### src/rtl/cpu_pkg.sv
// Shared fetch-stage types and constants for the MIPS core.
// The optional alignment trap is enabled by defining PC_FETCH_ALIGN_CHECK_EN.
package cpu_pkg;

  localparam int unsigned INSTR_W = 32;
  localparam logic [31:0] RESET_PC_DEFAULT = 32'h0000_3000;

  typedef enum logic [1:0] {
    BOOT  = 2'd0,
    FETCH = 2'd1,
    HALT  = 2'd2
  } fetch_state_t;

  function automatic logic addr_misaligned(input logic [31:0] addr);
    return (addr[1:0] != 2'b00);
  endfunction

endpackage

### src/rtl/pc_fetch_if.sv
// Fetch-stage bundle: redirect inputs, instruction-memory handshake and fetched-instruction outputs.
// master = fetch stage, slave = surrounding core / memory.
interface pc_fetch_if;
  import cpu_pkg::*;

  logic               Stall;
  logic               JrTaken;
  logic [31:0]        JrTarget;
  logic               JumpTaken;
  logic [31:0]        JumpTarget;
  logic               BranchTaken;
  logic [31:0]        BranchTarget;
  logic               IMReq;
  logic [31:0]        IMAddress;
  logic               IMReady;
  logic [INSTR_W-1:0] IMRdata;
  logic               InstrValid;
  logic [INSTR_W-1:0] Instr;
  logic [31:0]        InstrPC;
  logic [31:0]        PCPlus8;
  logic               AddrExc;

  modport master (
    input  Stall, JrTaken, JrTarget, JumpTaken, JumpTarget, BranchTaken, BranchTarget,
    input  IMReady, IMRdata,
    output IMReq, IMAddress, InstrValid, Instr, InstrPC, PCPlus8, AddrExc
  );

  modport slave (
    output Stall, JrTaken, JrTarget, JumpTaken, JumpTarget, BranchTaken, BranchTarget,
    output IMReady, IMRdata,
    input  IMReq, IMAddress, InstrValid, Instr, InstrPC, PCPlus8, AddrExc
  );

endinterface

### src/rtl/pc_redirect_sel.sv
// Priority redirect mux: JR beats J/JAL beats branch; flags a misaligned winner
// when PC_FETCH_ALIGN_CHECK_EN is defined.
module pc_redirect_sel
  import cpu_pkg::*;
(
  input  logic        jr_taken,
  input  logic [31:0] jr_target,
  input  logic        jump_taken,
  input  logic [31:0] jump_target,
  input  logic        branch_taken,
  input  logic [31:0] branch_target,
`ifdef PC_FETCH_ALIGN_CHECK_EN
  output logic        redirect_misaligned,
`endif
  output logic        redirect_valid,
  output logic [31:0] redirect_target
);

  // Select the highest-priority pending redirect.
  always_comb begin
    redirect_valid  = 1'b0;
    redirect_target = 32'h0000_0000;
    if (jr_taken) begin
      redirect_valid  = 1'b1;
      redirect_target = jr_target;
    end else if (jump_taken) begin
      redirect_valid  = 1'b1;
      redirect_target = jump_target;
    end else if (branch_taken) begin
      redirect_valid  = 1'b1;
      redirect_target = branch_target;
    end else begin
      redirect_valid  = 1'b0;
      redirect_target = 32'h0000_0000;
    end
  end

`ifdef PC_FETCH_ALIGN_CHECK_EN
  assign redirect_misaligned = redirect_valid & addr_misaligned(redirect_target);
`endif

endmodule

### src/rtl/pc_fetch.sv
// Instruction-fetch stage: owns the PC, issues IM requests and registers Instr/InstrPC.
// Define PC_FETCH_ALIGN_CHECK_EN to trap misaligned redirects into a sticky HALT.
module pc_fetch
  import cpu_pkg::*;
#(
  parameter logic [31:0] RESET_PC = RESET_PC_DEFAULT,
  parameter logic [31:0] PC_STEP  = 32'd4
) (
  input  logic         clk,
  input  logic         rst_n,
  pc_fetch_if.master   bus
);

  fetch_state_t       state_r, state_s;
  logic [31:0]        pc_r, pc_s;
  logic [INSTR_W-1:0] instr_r, instr_s;
  logic [31:0]        instr_pc_r, instr_pc_s;
  logic               valid_r, valid_s;
  logic               redirect_valid_s;
  logic [31:0]        redirect_target_s;
`ifdef PC_FETCH_ALIGN_CHECK_EN
  logic               redirect_misaligned_s;
  logic               addr_exc_r, addr_exc_s;
`endif

  pc_redirect_sel u_redirect_sel (
    .jr_taken            (bus.JrTaken),
    .jr_target           (bus.JrTarget),
    .jump_taken          (bus.JumpTaken),
    .jump_target         (bus.JumpTarget),
    .branch_taken        (bus.BranchTaken),
    .branch_target       (bus.BranchTarget),
`ifdef PC_FETCH_ALIGN_CHECK_EN
    .redirect_misaligned (redirect_misaligned_s),
`endif
    .redirect_valid      (redirect_valid_s),
    .redirect_target     (redirect_target_s)
  );

  // Next-state and datapath update; redirect outranks stall, stall outranks capture.
  always_comb begin
    state_s    = state_r;
    pc_s       = pc_r;
    instr_s    = instr_r;
    instr_pc_s = instr_pc_r;
    valid_s    = valid_r;
`ifdef PC_FETCH_ALIGN_CHECK_EN
    addr_exc_s = addr_exc_r;
`endif
    case (state_r)
      BOOT: begin
        state_s = FETCH;
      end
      FETCH: begin
        if (redirect_valid_s) begin
          pc_s    = redirect_target_s;
          valid_s = 1'b0;
`ifdef PC_FETCH_ALIGN_CHECK_EN
          if (redirect_misaligned_s) begin
            addr_exc_s = 1'b1;
            state_s    = HALT;
          end else begin
            state_s    = FETCH;
          end
`endif
        end else if (bus.Stall) begin
          valid_s = valid_r;
        end else if (bus.IMReady) begin
          instr_s    = bus.IMRdata;
          instr_pc_s = pc_r;
          valid_s    = 1'b1;
          pc_s       = pc_r + PC_STEP;
        end else begin
          valid_s = 1'b0;
        end
      end
      HALT: begin
        valid_s = 1'b0;
      end
      default: begin
        state_s = BOOT;
        valid_s = 1'b0;
      end
    endcase
  end

  // State and datapath registers.
  always_ff @(posedge clk or negedge rst_n) begin
    if (!rst_n) begin
      state_r    <= BOOT;
      pc_r       <= RESET_PC;
      instr_r    <= {INSTR_W{1'b0}};
      instr_pc_r <= 32'h0000_0000;
      valid_r    <= 1'b0;
    end else begin
      state_r    <= state_s;
      pc_r       <= pc_s;
      instr_r    <= instr_s;
      instr_pc_r <= instr_pc_s;
      valid_r    <= valid_s;
    end
  end

`ifdef PC_FETCH_ALIGN_CHECK_EN
  // Sticky misaligned-redirect flag.
  always_ff @(posedge clk or negedge rst_n) begin
    if (!rst_n) begin
      addr_exc_r <= 1'b0;
    end else begin
      addr_exc_r <= addr_exc_s;
    end
  end
  assign bus.AddrExc = addr_exc_r;
`else
  assign bus.AddrExc = 1'b0;
`endif

  // IMReq follows Stall combinationally so a hazard blocks the request in the same cycle.
  assign bus.IMReq      = (state_r == FETCH) && !bus.Stall;
  assign bus.IMAddress  = pc_r;
  assign bus.InstrValid = valid_r;
  assign bus.Instr      = instr_r;
  assign bus.InstrPC    = instr_pc_r;
  assign bus.PCPlus8    = instr_pc_r + 32'd8;

endmodule

### src/flat_wrapper.sv
// flat-port wrapper written by rule: the top's interface ports become plain ports
module pc_fetch_flat import cpu_pkg::*;
#(
  parameter logic [31:0] RESET_PC = RESET_PC_DEFAULT,
  parameter logic [31:0] PC_STEP  = 32'd4
)
  (clk, rst_n, bus_Stall, bus_JrTaken, bus_JrTarget, bus_JumpTaken, bus_JumpTarget, bus_BranchTaken, bus_BranchTarget, bus_IMReady, bus_IMRdata, bus_IMReq, bus_IMAddress, bus_InstrValid, bus_Instr, bus_InstrPC, bus_PCPlus8, bus_AddrExc);
  pc_fetch_if bus_i ();
  input  logic clk;
  input  logic rst_n;
  input wire logic [$bits(bus_i.Stall)-1:0] bus_Stall;
  input wire logic [$bits(bus_i.JrTaken)-1:0] bus_JrTaken;
  input wire logic [$bits(bus_i.JrTarget)-1:0] bus_JrTarget;
  input wire logic [$bits(bus_i.JumpTaken)-1:0] bus_JumpTaken;
  input wire logic [$bits(bus_i.JumpTarget)-1:0] bus_JumpTarget;
  input wire logic [$bits(bus_i.BranchTaken)-1:0] bus_BranchTaken;
  input wire logic [$bits(bus_i.BranchTarget)-1:0] bus_BranchTarget;
  input wire logic [$bits(bus_i.IMReady)-1:0] bus_IMReady;
  input wire logic [$bits(bus_i.IMRdata)-1:0] bus_IMRdata;
  output wire logic [$bits(bus_i.IMReq)-1:0] bus_IMReq;
  output wire logic [$bits(bus_i.IMAddress)-1:0] bus_IMAddress;
  output wire logic [$bits(bus_i.InstrValid)-1:0] bus_InstrValid;
  output wire logic [$bits(bus_i.Instr)-1:0] bus_Instr;
  output wire logic [$bits(bus_i.InstrPC)-1:0] bus_InstrPC;
  output wire logic [$bits(bus_i.PCPlus8)-1:0] bus_PCPlus8;
  output wire logic [$bits(bus_i.AddrExc)-1:0] bus_AddrExc;
  assign bus_i.Stall = bus_Stall;
  assign bus_i.JrTaken = bus_JrTaken;
  assign bus_i.JrTarget = bus_JrTarget;
  assign bus_i.JumpTaken = bus_JumpTaken;
  assign bus_i.JumpTarget = bus_JumpTarget;
  assign bus_i.BranchTaken = bus_BranchTaken;
  assign bus_i.BranchTarget = bus_BranchTarget;
  assign bus_i.IMReady = bus_IMReady;
  assign bus_i.IMRdata = bus_IMRdata;
  assign bus_IMReq = bus_i.IMReq;
  assign bus_IMAddress = bus_i.IMAddress;
  assign bus_InstrValid = bus_i.InstrValid;
  assign bus_Instr = bus_i.Instr;
  assign bus_InstrPC = bus_i.InstrPC;
  assign bus_PCPlus8 = bus_i.PCPlus8;
  assign bus_AddrExc = bus_i.AddrExc;
  pc_fetch #(.RESET_PC(RESET_PC), .PC_STEP(PC_STEP)) u_core (.clk(clk), .rst_n(rst_n), .bus(bus_i));
endmodule
### config.mk
export PLATFORM = sky130hd
export DESIGN_NAME = pc_fetch_flat
export DESIGN_NICKNAME = d
export VERILOG_FILES = /design/src/rtl/cpu_pkg.sv /design/src/rtl/pc_fetch_if.sv /design/src/rtl/pc_redirect_sel.sv /design/src/rtl/pc_fetch.sv /design/src/flat_wrapper.sv
export SDC_FILE = /design/constraint.sdc
export NUM_CORES = 1
export LEC_CHECK = 0
export CAP_MARGIN = 10
export CORE_ASPECT_RATIO = 1.25
export CORE_MARGIN = 2
export CORE_UTILIZATION = 44
export CTS_CLUSTER_SIZE = 24
export DETAILED_ROUTE_END_ITERATION = 8
export PLACE_DENSITY_LB_ADDON = 0.15
export SETUP_SLACK_MARGIN = 0.05
export SLEW_MARGIN = 25
export SYNTH_ARGS = -nofsm -noshare
export SYNTH_HDL_FRONTEND = slang
export SYNTH_SLANG_ARGS = --single-unit
### constraint.sdc
create_clock -name clk -period 5.27 [get_ports clk]
set_input_delay 1.054 -clock clk [delete_from_list [all_inputs] [get_ports clk]]
set_output_delay 1.054 -clock clk [all_outputs]
set_load 0.005 [all_outputs]
==> impl_results.md <==
- Post-Synthesis Cells: 561
- Num rows: 45
- Post-Layout Cell Count: 974
- CTS resizes: 0
- Fin crit share: 0.762
- Yosys reg bits: 98
- RePlAce Congestion: 0.889
- Largest delay share family, worst path: simple AND/OR/NAND/NOR gates
- Post-synth EDFFs: 0
- Synth warn: 0
- Maximum vdd drop: 0.000143 V
- Number of fill cells in the layout: 973
- R2R depth: 4
- Clk_lat worst skew: 0.34 ns
- Reg2reg setup slack: 2.79 ns
- Congestion Overflow GR: 0
- Post-route antenna net violation count: 0
- I/O Pins: 266
- Clock Sinks: 98
- Reg area: 2450 sq um
- Worst slew pin tran: 0.981 ns
- Syn_area_per_cell: 9.71 sq um
- Seq/Total Area, Yosys: 0.451
- Crit Path Class: flop to output port
- Worst EP required: 4.22 ns
- Worst hold start: u_core.bus.InstrValid
- Drt drc: 0
- RSZ-0062 raised after global routing: no
- Reg2reg start: u_core.state_r[0]
- Net Count, Synth: 698
- Nets: 941
- Maximum clock rate: 0.249 GHz
- Fin Hold WS: 0.483 ns
- Vias in the first global route: 5427
- Most frequent cells in the layout: 262 x clkdlybuf4s50_1, 96 x dfrtp_1, 70 x o21ai_0, 62 x nand2_1, 61 x mux2_2
- Layout cells sized above 1: 0.120
- Wire length per cell: 18.3 um
- # H-tree levels: 3
- Largest net degree at the start of global routing: 69
- Clk Tree Root Cell: clkbuf_16
- Worst hold endpoint: u_core.bus.InstrValid
- First-pass GRT wire length: 27.7 mm
- Max incr delay on CP: 0.84 ns
- Port Buf Inserts: 264
- Final hold vios: 0
- Clk slew on worst S/H paths: 0.06 ns
- Max Cap Viol: 0
- Die W: 104 um
- Worst path cell trace: nand3_1 > nor4_1 > and3_1 > nand4_1 > xnor2_1 > clkdlybuf4s50_1
- Setup TNS: 0 ns
- Hold Buf Count CTS: 0
- Area grow syn2layout: 55.9%
- Die height: 128 um
- Final HPWL DP: 13.5 mm
- Synth cell types: 53
- Starting Density: 0.450
- Pwr dens: 299 nW/um^2
- Die Area: 13300 sq um
- Core Footprint: 12100 sq um
- Hold WC Path Type: flop to flop
- Leak: 3.47 nW
- Via count: 5490
- RR Endpoint: u_core.bus.InstrPC[15]
- Hold path cells: 1
- Post-DR vias/cell: 5.64
- Area of the multi-input gates: 2810 sq um
- CTS tree: done
- Crit. End Element: output port
- Gr usage total: 0.261
- Max_slew headroom: 0.346
- Initial DRC count: 308
- Drt first pass iters: 5
- Post-CTS Setup Inserts: 0
- Crit path max fanout: 5
- Final Max Slew Viols: 0
- Slowest cell on crit path: nor4_1
- Worst Setup Start Kind: flop
- Clock Skews: 0.00649 ns
- Top FF cell, synth: dfrtp_1
- Dpl cells: 957
- Tmin final: 4.02 ns
- Worst Path Buf+Inv: 1
- Antenna violations before repair: 0
- Commonest non-fill, non-tap cell in the layout: clkdlybuf4s50_1
- Cell Area, Synth: 5450 sq um
- Number of CTS-inserted buffers: 9
- Total wire length: 17.8 mm
- Clock buffer depth: 2
- Async SR Flop Fraction: 1.00
- Final setup viols: 0
- Outcome: finished, final reports clean
- Worst path arrival time: 2.96 ns
[registers in the layout, summed over array words and instances (netlist names)]
name and flops:
u_core.state_r 1, u_core.bus.IMAddress 32, u_core.bus.InstrValid 1, u_core.bus.InstrPC 32, u_core.bus.Instr 32
[routing by layer]
metal / track usage / wire length (um) / up-vias
met3: 0.0704 / 1520 / 35
met4: 0.113 / 487 / 0
met5: 0 / 0 / -
met2: 0.458 / 8890 / 294
li1: - / - / 2560
met1: 0.305 / 6880 / 2601
[cells by family after synthesis]
logic type / count (synthesis) / share of synthesized area
other: 2 / 0.00138
adder cells (fa/ha/maj): 2 / 0.00459
AO/OA/AOI/OAI: 159 / 0.180
AND/OR/NAND/NOR: 165 / 0.154
buffers and inverters: 47 / 0.0397
flip-flops: 98 / 0.451
multiplexers: 61 / 0.126
XOR/XNOR: 27 / 0.0434
[worst max-delay path by stage]
stage                                 startpoint                      to  slack [ns]  depth (start not counted)
after floorplan            u_core.bus.InstrPC[3]         bus_PCPlus8[31]        2.43                          7
after global placement             bus_JumpTaken    u_core.bus.Instr[22]        1.55                          6
after detailed placement           bus_JumpTaken  u_core.bus.InstrPC[15]        1.43                          6
after CTS                 u_core.bus.InstrPC[10]         bus_PCPlus8[24]        1.19                          6
after global routing       u_core.bus.InstrPC[5]         bus_PCPlus8[24]        1.09                          6
final                      u_core.bus.InstrPC[9]         bus_PCPlus8[24]        1.25                          6
[area by class of cell]
class	count	share of cell area
multi-input combinational	416	0.330
inverter	8	0.00354
clock buffer	12	0.0302
clock inverter	4	0.00575
timing repair buffer	271	0.316
antenna	1	0.000295
sequential	98	0.289
tap	164	0.0242
[synthesized netlist by cell type (2+ instances only)]
library cell   n  area share
xor2_1         8       0.013
conb_1         2      0.0014
a22oi_1       21       0.029
nand4b_1       2      0.0032
xnor2_1       19       0.031
nand3_1       21       0.019
inv_1          8      0.0055
buf_4          7      0.0096
a41oi_1        7       0.011
buf_2         11       0.010
dfstp_2        2      0.0096
a221o_1        3      0.0055
o2bb2ai_1      3      0.0048
nand2_1       62       0.043
a221oi_1       4      0.0064
and2_1         2      0.0023
nor2b_1        5      0.0057
a31oi_1       13       0.015
nor3_1         6      0.0055
nor4_1         3      0.0034
nand4_1        9       0.010
o21ai_0       70       0.064
nor2_1        29       0.020
mux2_2        61        0.13
clkbuf_1      21       0.014
and3_1        10       0.011
o22ai_1        8      0.0092
or3_1          2      0.0023
ha_1           2      0.0046
dfrtp_1       96        0.44
a21oi_1       19       0.017
and4_1         4      0.0064
[stage by stage]
| stage | setup slack [ns] | power (W) | area, sq um | util |
|---|---|---|---|---|
| detailed placement | 1.43 | 0.00188 | 8180 | 0.676 |
| CTS | 1.19 | 0.00255 | 8480 | 0.701 |
| global route | 1.09 | 0.00266 | 8490 | 0.701 |
| floorplan | 2.43 | 0.00129 | 5450 | - |
| global placement | 1.55 | 0.00185 | 8160 | 0.674 |
| finish | 1.25 | 0.00254 | 8490 | 0.701 |
[where the power goes]
group	leakage [nW]	switching, W	internal (W)
Combinational	2.08	0.000266	0.000543
Clock	0.153	0.000281	0.000394
Sequential	1.24	0.000171	0.000887
No activity file was read; power rests on OpenSTA's default activity.
